[src/rtl/serial_receiver_pkg.sv]
`default_nettype none
// ============================================================================
// Package  : serial_receiver_pkg
// Brief    : Shared word geometry and receive-FSM state encoding for the
//            serial link (transmit and receive sides).
// Revision : 1.0 - initial release
// ============================================================================
package serial_receiver_pkg;

    localparam int c_data_width = 8;
    localparam int c_addr_width = 4;

    localparam int             c_state_w   = 2;
    localparam logic [1:0]     c_st_idle   = 2'd0;
    localparam logic [1:0]     c_st_shift  = 2'd1;
    localparam logic [1:0]     c_st_write  = 2'd2;
    localparam logic [1:0]     c_st_ack    = 2'd3;

endpackage
`default_nettype wire

[src/rtl/rx_shift_reg.sv]
`default_nettype none
// ============================================================================
// Module   : rx_shift_reg
// Brief    : MSB-first serial-to-parallel shift register with bit counter and
//            terminal-count flag for the last bit of a word.
// Revision : 1.0 - initial release
// ============================================================================
module rx_shift_reg
    import serial_receiver_pkg::*;
#(
    parameter int DATA_WIDTH = c_data_width
) (
    input  logic                  clk,
    input  logic                  rst,
    input  logic                  shift_en,
    input  logic                  clear,
    input  logic                  serial_in,
    output logic [DATA_WIDTH-1:0] word,
    output logic [3:0]            Q,
    output logic                  tc_bit
);

    logic [DATA_WIDTH-1:0] r_word;
    logic [3:0]            r_q;
    logic                  w_tc;

    assign w_tc = shift_en && (r_q == 4'(DATA_WIDTH - 1));

    always_ff @(posedge clk) begin
        if (rst) begin
            r_word <= '0;
            r_q    <= '0;
        end else if (clear) begin
            r_word <= '0;
            r_q    <= '0;
        end else if (shift_en) begin
            r_word <= {r_word[DATA_WIDTH-2:0], serial_in};
            r_q    <= w_tc ? 4'd0 : r_q + 4'd1;
        end
    end

    assign word   = r_word;
    assign Q      = r_q;
    assign tc_bit = w_tc;

endmodule
`default_nettype wire

[src/rtl/serial_receiver.sv]
`default_nettype none
// ============================================================================
// Module   : serial_receiver
// Brief    : Receives MSB-first serial words, writes each into RAM at an
//            auto-incrementing address and acknowledges the sender.
// Revision : 1.0 - initial release
// ============================================================================
module serial_receiver
    import serial_receiver_pkg::*;
#(
    parameter int DATA_WIDTH = c_data_width,
    parameter int ADDR_WIDTH = c_addr_width
) (
    input  logic                  clk,
    input  logic                  rst,
    input  logic                  transmit,
    input  logic                  transmit_data,
    output logic                  shift_enable,
    output logic [3:0]            Q,
    output logic                  tc_bit,
    output logic                  write_enable,
    output logic [ADDR_WIDTH-1:0] ram_addr,
    output logic [DATA_WIDTH-1:0] ram_data,
    output logic                  received_n,
    output logic                  frame_err,
    output logic                  done
);

    logic [c_state_w-1:0]  r_state;
    logic [c_state_w-1:0]  w_next_state;
    logic                  w_shift_en;
    logic                  w_abort;
    logic                  w_we;
    logic                  w_ack;
    logic                  w_tc;
    logic [DATA_WIDTH-1:0] w_word;
    logic [3:0]            w_q;
    logic [DATA_WIDTH-1:0] r_ram_data;
    logic [ADDR_WIDTH-1:0] r_ram_addr;
    logic                  r_done;

    rx_shift_reg #(
        .DATA_WIDTH (DATA_WIDTH)
    ) u_shift_reg (
        .clk       (clk),
        .rst       (rst),
        .shift_en  (w_shift_en),
        .clear     (w_abort),
        .serial_in (transmit_data),
        .word      (w_word),
        .Q         (w_q),
        .tc_bit    (w_tc)
    );

    always_ff @(posedge clk) begin
        if (rst) begin
            r_state <= c_st_idle;
        end else begin
            r_state <= w_next_state;
        end
    end

    always_comb begin
        w_next_state = r_state;
        w_shift_en   = 1'b0;
        w_abort      = 1'b0;
        w_we         = 1'b0;
        w_ack        = 1'b0;
        case (r_state)
            c_st_idle: begin
                if (transmit) begin
                    w_shift_en   = 1'b1;
                    w_next_state = c_st_shift;
                end
            end
            c_st_shift: begin
                if (transmit) begin
                    w_shift_en = 1'b1;
                    if (w_tc) begin
                        w_next_state = c_st_write;
                    end
                end else begin
                    w_abort      = 1'b1;
                    w_next_state = c_st_idle;
                end
            end
            c_st_write: begin
                w_we         = 1'b1;
                w_next_state = c_st_ack;
            end
            c_st_ack: begin
                w_ack        = 1'b1;
                w_next_state = c_st_idle;
            end
            default: begin
                w_next_state = c_st_idle;
            end
        endcase
    end

    // Word, address and sticky wrap flag; done rises on the write to the top address.
    always_ff @(posedge clk) begin
        if (rst) begin
            r_ram_data <= '0;
            r_ram_addr <= '0;
            r_done     <= 1'b0;
        end else begin
            if (w_we) begin
                r_ram_data <= w_word;
                if (&r_ram_addr) begin
                    r_done <= 1'b1;
                end
            end
            if (w_ack) begin
                r_ram_addr <= r_ram_addr + ADDR_WIDTH'(1);
            end
        end
    end

    // Strobes are masked by rst so a reset cycle never produces a partial transaction.
    assign shift_enable = w_shift_en & ~rst;
    assign tc_bit       = w_tc & ~rst;
    assign write_enable = w_we & ~rst;
    assign frame_err    = w_abort & ~rst;
    assign received_n   = ~w_ack | rst;
    assign Q            = w_q;
    assign ram_addr     = r_ram_addr;
    assign ram_data     = w_we ? w_word : r_ram_data;
    assign done         = r_done;

endmodule
`default_nettype wire

[config.mk]
export PLATFORM = sky130hd
export DESIGN_NAME = serial_receiver
export DESIGN_NICKNAME = d
export VERILOG_FILES = /design/src/rtl/serial_receiver_pkg.sv /design/src/rtl/rx_shift_reg.sv /design/src/rtl/serial_receiver.sv
export SDC_FILE = /design/constraint.sdc
export NUM_CORES = 1
export LEC_CHECK = 0
export ABC_AREA = 1
export BUFFER_PORTS_ARGS = -buffer_cell sky130_fd_sc_hd__buf_2
export CAP_MARGIN = 20
export CORE_ASPECT_RATIO = 0.6
export CORE_UTILIZATION = 50
export DETAILED_ROUTE_END_ITERATION = 8
export GPL_ROUTABILITY_DRIVEN = 0
export PLACE_DENSITY = 0.8
export SLEW_MARGIN = 15
export SYNTH_ARGS = -nofsm -noshare
export SYNTH_HDL_FRONTEND = slang
export SYNTH_SLANG_ARGS = --single-unit
export TNS_END_PERCENT = 10
[constraint.sdc]
create_clock -name clk -period 1.1 [get_ports clk]
set_input_delay 0.165 -clock clk [delete_from_list [all_inputs] [get_ports clk]]
set_output_delay 0.165 -clock clk [all_outputs]
set_load 0.005 [all_outputs]
[After elaboration in Yosys (flattened, before gate mapping)]
Cells that the tools add are included.
Word-level totals
  bits in registers: 27
  output and inout bits: 22
  logic and storage cells: 39
Cells by class
  add/sub/neg operators: 2
  equal/unequal tests: 6
  muxes and demuxes: 12
  bitwise gates (word level): 7
  reduce and logical (&&, ||, !) cells: 6
Operator list (number)
  4-bit by 1-bit adder with 4-bit output (second input constant): 2
  8-bit two-way mux: 1
  2-bit case mux with 4 select lines: 1
  1-bit two-way mux: 6
  2-bit two-way mux: 3
  5-bit AND reduction: 1
  1-bit bitwise AND: 4
  2-bit == test (second input constant): 2
  4-bit by 3-bit == test with 1-bit output (second input constant): 1
  4-bit two-way mux: 1
  2-bit OR reduction: 2
  3-bit by 2-bit inequality test with 1-bit output (second input constant): 1
  2-bit by 1-bit == test with 1-bit output (second input constant): 1
  2-bit logical NOT: 1
  2-bit inequality test (second input constant): 1
  1-bit inverter: 2
  2-bit AND reduction: 1
  1-bit logical AND: 1
  1-bit OR: 1

[Longest topological paths before layout]
  depth after elaboration: 7
  gate-level depth with buffers: 6

[Modules after synthesis]
A second synthesis with hierarchy kept.
Unflattened totals
  cell total of the unflattened synthesis: 165
  area, all modules: 1187.4 um^2
By module, submodules not included
  serial_receiver: times used 1, cells an instance 101, area each 708.2 um^2
  rx_shift_reg: times used 1, cells an instance 64, area each 479.2 um^2

[Worst setup path after synthesis]
No wires, ideal clock.
  path type: register -> output
  start: register (tool-made name)
  end: output ram_data[0]
  data arrival time: 0.872 ns
  data required time: 0.935 ns
  slack: 0.063 ns
  stages on the path, launching flop included: 6
  cells stage by stage: dfxtp_1 -> inv_2 -> nor2_4 -> inv_2 -> o21ai_1 -> inv_1
RTL lines
  end: declaration: RTL line serial_receiver.sv:23  | output logic [DATA_WIDTH-1:0] ram_data,

==> out/metrics.cfg <==
[status]
status = finished with violations
violations = setup timing

[layout]
drive_above_1_share = 0.4039
fin_area_um2 = 1620
num_antenna_cells = 0
layoutNonFillerInstCount = 231
fin_nets = 210
area_growth_pct = 42.78

[sta]
hold_ws_ns = 0.1472
fin_ws_ns = -0.4690
finalCriticalPeriod_ns = 1.569
slew_violations = 0
hold_viol_final = 0
rsz0062_at_grt = yes
relSlewSlack = 0.8434
clock.fmax_mhz = 637.4
finClkSkew_ns = 0.004315
setup_viol = 20
period_share = 1.426
worst_pin_slew_ns = 0.2334

[setup_path]
critical_path_arrival_ns = 1.40
critPathKind = register to output port
reg2reg_to = r_ram_data[6]$_SDFF_PP0_
end_kind = output port
r2r_cells = 8
cp.required_ns = 0.94
rrSetupSlack_ns = -0.12
critPathLaunchType = register
crit_fanout = 5

[power]
intPower_uw = 1317
comb_power_share = 0.094
powerDensity_nw_per_um2 = 1065
power_switching_uw = 408.1
p_leak_uw = 0.0008240
ir_drop_v = 0.0009427
seq_power_share = 0.579
sw_frac_of_total = 0.2366
pwr-share-clk = 0.326

[clock_network]
numCtsBuffers = 3
clk_pin_slew_ns = 0.09
clk_latency_ns = 0.27
clock-root-buffer = clkbuf_8
cts_buffer_depth = 2
htreeDepth = 1
cts_tree = yes
cts_hold_buffers = 0
cts_sinks = 27

[detailed_routing]
drc = 0
firstDrtPassIters = 4
vias_per_cell = 5.299
drt-wirelength-per-cell_um = 14.45
drt_iter0_drc = 42
drt-total-wl_um = 3337
postRouteAntennaNets = 0
via_count = 1224

[placement]
port-buffer-count = 25
dpl.hpwl_um = 2164
post-place-cells = 222
place_area_um2 = 1424

[hold_path]
whs_path_depth = 3
holdPathEnd = u_shift_reg.word[0]$_SDFFE_PP0P_
hp-class = primary input to register
min_from = transmit_data

[die]
dieHeight_um = 38.90
io_pins = 26
core_um2 = 1982
die_x_um = 63.51
die-area_um2 = 2470
initial_utilization = 0.5726
rows = 12

[yosys]
ys_ff_latch = 27
synth_ff_type = dfxtp_1
synth-async-reset-ratio = 0
synth-edff-count = 0
synth_nets = 161
synth_area_um2 = 1135
yosysSeqAreaShare = 0.4763
synth.avg_cell_area_um2 = 7.322
yosys.cell_types.count = 20
synthCells = 155
ys_warn_count = 0

[grt]
grt_use_met2 = 0.5133
overflow = 0
grtUsageTotal = 0.2803
grt_pass1_vias = 1113
top_usage_layer = met2
grt_util_met1 = 0.3166
met3_usage = 0.08235
antenna_found_initial = 0
grt_max_degree = 16
grt_pass1_wl_um = 4995

[run]
cap_violations = 0

==> power groups by stage <==
stage,Combinational (µW),Clock (µW),Sequential (µW)
after global placement,127,0,1020
final,163,563,999
after global routing,174,614,1000
after floorplan,56.4,0,1020
after CTS,145,566,998
after detailed placement,134,0,1020
==> per-layer routing <==
| metal | vias up | wire length, µm |
|---|---|---|
| met4 | 0 | 104 |
| met1 | 555 | 1342 |
| met5 | - | 0 |
| li1 | 579 | - |
| met3 | 16 | 286 |
| met2 | 74 | 1605 |
==> how the worst max path moves through the flow <==
stage                  start           to  slack (ns)  cells after the start
finish              register  ram_data[2]       -0.47                      7
global route        register  ram_data[2]       -0.57                      6
CTS                 register  ram_data[1]       -0.41                      7
detailed placement  register  ram_data[6]       -0.15                      6
global placement    register  ram_data[6]       -0.06                      6
floorplan           register  ram_data[0]        0.06                      5
==> state kept, by name (all words and copies together), names as in the netlist, named ones only <==
signal and cells:
u_shift_reg.word 8, ram_addr 4, done 1, r_ram_data 8
u_shift_reg.Q 4, r_state 1
==> critical path, stage by stage, from the launching register on <==
cell and delay, ns:
dfxtp_2 0.34, inv_2 0.07, nor2_4 0.05, buf_6 0.11
or2_1 0.22, o21ai_1 0.15, inv_1 0.06, buf_2 0.12
==> synth_stat cells, drive strengths merged, types with 3 or more instances <==
library cell,instances,area share
a21oi,12,0.053
buf,3,0.013
dfxtp,27,0.48
inv,21,0.069
nand2,34,0.11
nand3,3,0.013
nor2,25,0.089
nor3,3,0.013
o21ai,11,0.055
or2,8,0.044
==> per-stage QoR <==
step	power (µW)	TNS (ns)	util	setup slack [ns]
CTS	1709	-4.280	0.7778	-0.4147
floorplan	1080	0	-	0.06291
finish	1725	-4.704	0.8176	-0.4690
detailed placement	1154	-1.917	0.7184	-0.1512
global route	1789	-6.126	0.8176	-0.5670
global placement	1147	-0.3727	0.7184	-0.05879
==> placed cells by master, fill, tap and decap left out, drive strengths merged <==
master,n
a21oi,12
o21ai,11
xor2,2
nand3,3
nand2,34
inv,21
or2,8
ha,2
clkinv,1
nor2,25
clkbuf,3
dfxtp,27
buf,48
nand4,2
nor3,3
o21bai,1
==> cell type report <==
| class | count | area [µm²] |
|---|---|---|
| Multi-Input combinational cell | 103 | 584.3 |
| Sequential cell | 27 | 546.8 |
| Fill cell | 130 | 361.6 |
| Clock buffer | 3 | 41.29 |
| Clock inverter | 1 | 5.005 |
| Tap cell | 28 | 35.03 |
| Inverter | 21 | 78.83 |
| Timing Repair Buffer | 48 | 329.1 |
==> logic make-up after synthesis <==
| family | Yosys count | synth area share |
|---|---|---|
| AOI/OAI and AO/OA | 24 | 0.1147 |
| xor gates and xnor gates | 2 | 0.01544 |
| adders and majority gates | 2 | 0.02205 |
| buffers and inverters | 25 | 0.08599 |
| DFF | 27 | 0.4763 |
| and+or+nand+nor | 75 | 0.2856 |
==> what timing repair did <==
| item | in CTS | in global routing |
|---|---|---|
| resized for setup | 15 | 20 |
| buffers inserted | 3 | 2 |
| endpoints found under the setup margin | 28 | 33 |
| hold endpoints to repair | 0 | 0 |
| pin swaps | 3 | 12 |
Note: power is estimated with default switching activity, not from simulation.
